--- config.mk ---
export PLATFORM = sky130hd
export DESIGN_NAME = uart_rx
export DESIGN_NICKNAME = d
export VERILOG_FILES = /design/src/rtl/uart_rx.sv
export SDC_FILE = /design/constraint.sdc
export NUM_CORES = 1
export LEC_CHECK = 0
export CAP_MARGIN = 20
export CORE_MARGIN = 10
export CORE_UTILIZATION = 47
export DETAILED_ROUTE_END_ITERATION = 8
export PLACE_DENSITY = 0.78
export SLEW_MARGIN = 20
export SYNTH_ARGS = -nofsm -noshare
export SYNTH_HDL_FRONTEND = slang
export SYNTH_SLANG_ARGS = --single-unit
--- constraint.sdc ---
create_clock -name clk -period 2.4 [get_ports clk]
set_clock_uncertainty 0.2 [all_clocks]
set_input_delay 0.48 -clock clk [delete_from_list [all_inputs] [get_ports clk]]
set_output_delay 0.48 -clock clk [all_outputs]
set_load 0.01 [all_outputs]
--- src/rtl/uart_rx.sv ---
// uart_rx: 8N1 serial receiver driven by a shared oversampling tick.
// The line is synchronised, the start bit is confirmed at mid-bit, and each
// data/stop bit is sampled at its centre. Completed frames are reported with
// a one-cycle valid (good stop) or frame_err (bad stop) pulse.
module uart_rx #(
  parameter int OVERSAMPLE = 16,
  parameter int DATA_BITS  = 8
) (
  input  logic                 clk,
  input  logic                 rst,
  input  logic                 tick,
  input  logic                 rx,
  output logic [DATA_BITS-1:0] data_out,
  output logic                 valid,
  output logic                 frame_err,
  output logic                 busy
);

  localparam int TW = $clog2(OVERSAMPLE);
  localparam int BW = (DATA_BITS > 1) ? $clog2(DATA_BITS) : 1;
  localparam logic [TW-1:0] TCNT_MID  = TW'(OVERSAMPLE / 2 - 1);
  localparam logic [TW-1:0] TCNT_LAST = TW'(OVERSAMPLE - 1);
  localparam logic [BW-1:0] BCNT_LAST = BW'(DATA_BITS - 1);

  typedef enum logic [2:0] {
    IDLE,
    START,
    DATA,
    STOP,
    WAIT_IDLE
  } state_t;

  state_t                 state_reg, state_next;
  logic [TW-1:0]          tcnt_reg, tcnt_next;
  logic [BW-1:0]          bcnt_reg, bcnt_next;
  logic [DATA_BITS-1:0]   shift_reg, shift_next;
  logic [DATA_BITS-1:0]   data_reg, data_next;
  logic                   valid_reg, valid_next;
  logic                   ferr_reg, ferr_next;

  // Two-flop synchroniser chain; stage gi takes its input from sync_in[gi].
  logic [1:0] sync_reg;
  logic [1:0] sync_in;
  logic       rx_s;

  assign sync_in = {sync_reg[0], rx};
  assign rx_s    = sync_reg[1];

  genvar gi;
  generate
    for (gi = 0; gi < 2; gi++) begin : g_sync
      // Synchroniser stage; resets to the idle (high) line level.
      always_ff @(posedge clk) begin
        if (rst) sync_reg[gi] <= 1'b1;
        else     sync_reg[gi] <= sync_in[gi];
      end
    end
  endgenerate

  // State, counters, shift register and output registers.
  always_ff @(posedge clk) begin
    if (rst) begin
      state_reg <= IDLE;
      tcnt_reg  <= '0;
      bcnt_reg  <= '0;
      shift_reg <= '0;
      data_reg  <= '0;
      valid_reg <= 1'b0;
      ferr_reg  <= 1'b0;
    end else begin
      state_reg <= state_next;
      tcnt_reg  <= tcnt_next;
      bcnt_reg  <= bcnt_next;
      shift_reg <= shift_next;
      data_reg  <= data_next;
      valid_reg <= valid_next;
      ferr_reg  <= ferr_next;
    end
  end

  // Next-state logic; everything holds on cycles without a tick.
  always_comb begin
    state_next = state_reg;
    tcnt_next  = tcnt_reg;
    bcnt_next  = bcnt_reg;
    shift_next = shift_reg;
    data_next  = data_reg;
    valid_next = 1'b0;
    ferr_next  = 1'b0;

    unique case (state_reg)
      IDLE: begin
        tcnt_next = '0;
        bcnt_next = '0;
        if (tick && !rx_s) state_next = START;
      end

      START: begin
        if (tick) begin
          if (tcnt_reg == TCNT_MID) begin
            // Mid start bit: a high line here was only a glitch.
            tcnt_next  = '0;
            state_next = rx_s ? IDLE : DATA;
          end else begin
            tcnt_next = tcnt_reg + 1'b1;
          end
        end
      end

      DATA: begin
        if (tick) begin
          if (tcnt_reg == TCNT_LAST) begin
            tcnt_next  = '0;
            // Right shift: the first (LSB) bit ends up in bit 0.
            shift_next = {rx_s, shift_reg[DATA_BITS-1:1]};
            if (bcnt_reg == BCNT_LAST) begin
              bcnt_next  = '0;
              state_next = STOP;
            end else begin
              bcnt_next = bcnt_reg + 1'b1;
            end
          end else begin
            tcnt_next = tcnt_reg + 1'b1;
          end
        end
      end

      STOP: begin
        if (tick) begin
          if (tcnt_reg == TCNT_LAST) begin
            tcnt_next = '0;
            data_next = shift_reg;
            if (rx_s) begin
              valid_next = 1'b1;
              state_next = IDLE;
            end else begin
              ferr_next  = 1'b1;
              state_next = WAIT_IDLE;
            end
          end else begin
            tcnt_next = tcnt_reg + 1'b1;
          end
        end
      end

      WAIT_IDLE: begin
        // Hold off until the line is released so a break is not a new start.
        if (tick && rx_s) state_next = IDLE;
      end

      default: state_next = IDLE;
    endcase
  end

  assign data_out  = data_reg;
  assign valid     = valid_reg;
  assign frame_err = ferr_reg;
  assign busy      = (state_reg != IDLE);

endmodule

==> results.cfg <==
[outcome]
status = finished, final reports clean

[setup_path]
worst_path_max_delay_cell = dfxtp_1
cpLargestDelayFamily = buffers and inverters
reg2reg_from = tcnt_reg[0]$_SDFFE_PP0P_
crit_end = busy
worst-path-stages = 3
path_buf_inv = 2
worstPathMaxFanout = 9
worstSetupPathType = reg2out
cp_slowest_stage_delay_ns = 0.53
crit_required_ns = 1.72
worstSetupStartpoint = state_reg[1]$_SDFFE_PP0P_
ff2ff_setup_slack_ns = 0.59
worstPathCellList = inv_1 -> nand2_1 -> clkdlybuf4s50_1
cp-end-kind = output pin
reg2regPathDepth = 5
cp-start-kind = flip-flop
arrival_ns = 1.58
r2r_end = bcnt_reg[0]$_SDFFE_PP0P_

[grt]
grt_pass1_wl_mm = 4.457
grt_max_degree = 15
track_usage_pct = 10.80
grt_pass1_vias = 985
grt_antenna_before_repair = 0
grt-ovfl-total = 0

[logic_synthesis]
yosys.area.top_type = dfxtp_1
syn-num-nets = 140
synth_edf_count = 0
synth_cell_types = 40
async_reset_ff_share_pct = 0
ys_seq_elements = 30
synthesis.area_mm2 = 0.001286
ys_seq_area_share_pct = 46.69
postSynthAreaPerCell_um2 = 9.671
ys.flop_type = dfxtp_1
syn_inst = 133
yosys_warnings = 0
synth_top_cell_area_share_pct = 46.69
synth_area_leaders = dfxtp_1, mux2i_1, nor2_1

[sta]
holdWs_ns = 0.2138
hold_viol = 0
finalSetupViolations = 0
period_minus_slack_ns = 2.261
rsz0062_at_grt = false
fmax_mhz = 442.3
relSlewSlack_pct = 68.98
tns_ns = 0
drv_slew = 0
worst_pin_slew_ns = 0.4535
timing.final.crit_share_pct = 94.21

[clock_tree]
cts_made_buffers = 5
clk_latency_ns = 0.32
clk_pin_slew_ns = 0.10
cts-htree-levels = 2
clock_tree.buffer_depth = 2
post_cts_buffers = 0
cts_tree = done
clock_sinks = 30
root_buffer = clkbuf_4

[power_and_ir_drop]
ir_drop_v = 0.0006216
p_leak_nw = 0.7033
total_power_mw = 1.077
powerDensity_mw_per_mm2 = 688.8

[finish]
mostFrequentLayoutCells = dfxtp_1, nor2_1, mux2i_1
area_growth_pct = 21.60
stdcell_area_mm2 = 0.001564
fillers = 214
antenna_cells = 0
final_common_cell = dfxtp_1
fin_nets = 157
drive_gt1_share_pct = 14.57

[detailed_routing]
wl_mm = 2.620
via_per_inst = 5.630
ant_nets = 0
routedWlPerCell_um = 14.48
route.vias.total = 1019
drt_first_pass_iters = 4
drcViolationCount = 0
drtIter0Drc = 133

[hold_path]
hp-class = reg2reg
hold_start = sync_in[1]$_SDFF_PP1_

[floorplan]
die_area_mm2 = 0.005229
start_util_pct = 50.54
die_w_um = 72.32
rows = 18
design.core.area_mm2 = 0.002545
ios = 15
die_y_um = 72.32

[placed_design]
hpwl_mm = 1.829
gp_congestion = 0.7665
io_buffers = 14
place_area_mm2 = 0.001451

[run]
maxCapViolations = 0
[where the power goes]
part           total, mW  switching (mW)  internal [mW]
clock              0.529           0.176          0.353
sequential         0.506         0.00537          0.501
combinational     0.0422          0.0239         0.0182
[timing repair]
| action | 4_1_cts | 5_1_grt |
|---|---|---|
| setup endpoints to repair | 0 | 1 |
| hold buffers | 0 | 0 |
| resized for setup | 0 | 1 |
[synthesized netlist by cell type, drive strengths merged, types with 2 or more instances]
library cell / n
mux2i: 16
or2: 2
nand4: 5
clkbuf: 5
nand3b: 2
nand2: 7
ha: 3
nor2: 22
a21oi: 6
nor3b: 2
and4: 2
inv: 2
dfxtp: 30
o21ai: 6
buf: 4
nand3: 2
[per-layer routing]
metal / vias to the layer above / track usage [%] / routed length (um)
met5: - / 0 / 0
li1: 503 / - / -
met3: 4 / 6.667 / 227
met4: 0 / 6.022 / 27
met1: 485 / 11.22 / 1122
met2: 27 / 16.42 / 1242
[worst min path at each step]
stage               cells after the start               to  slack (ns)
floorplan                               1  rx_s$_SDFF_PP1_        0.19
global placement                        1  rx_s$_SDFF_PP1_        0.20
detailed placement                      1  rx_s$_SDFF_PP1_        0.19
CTS                                     1  rx_s$_SDFF_PP1_        0.21
global route                            1  rx_s$_SDFF_PP1_        0.25
finish                                  1  rx_s$_SDFF_PP1_        0.21
[kinds of logic (layout without fill, tap and decap cells)]
| group | count (synthesis) | after routing | synth area share, % |
|---|---|---|---|
| AND/OR/NAND/NOR | 52 | 52 | 22.57 |
| buffers and inverters | 11 | 29 | 4.474 |
| multiplexers | 17 | 17 | 13.33 |
| flip-flops | 30 | 30 | 46.69 |
| XOR/XNOR | 1 | 1 | 0.6811 |
| AO/OA/AOI/OAI | 19 | 19 | 9.339 |
| adder cells (fa/ha/maj) | 3 | 3 | 2.919 |
[per-stage QoR]
stage | util (%) | setup WS, ns | std cells
after floorplan | - | 0.6614 | 133
after global placement | 57.03 | 0.3576 | 173
after detailed placement | 57.03 | 0.2961 | 173
after CTS | 61.41 | 0.09737 | 181
after global routing | 61.46 | 0.04116 | 181
final | 61.46 | 0.1390 | 181
[area by class of cell]
type                    count  area [um^2]  share of cell area, %
multi-input cells          92        628.1                  40.16
flip-flops and latches     30        601.8                  38.48
repair buffers             19        177.7                  11.36
clock inverters             2        60.06                  3.840
clock buffers               6        51.30                  3.280
well taps                  30        37.54                  2.400
inverters                   2        7.507                 0.4800
Note: power is estimated with default switching activity, not from simulation.
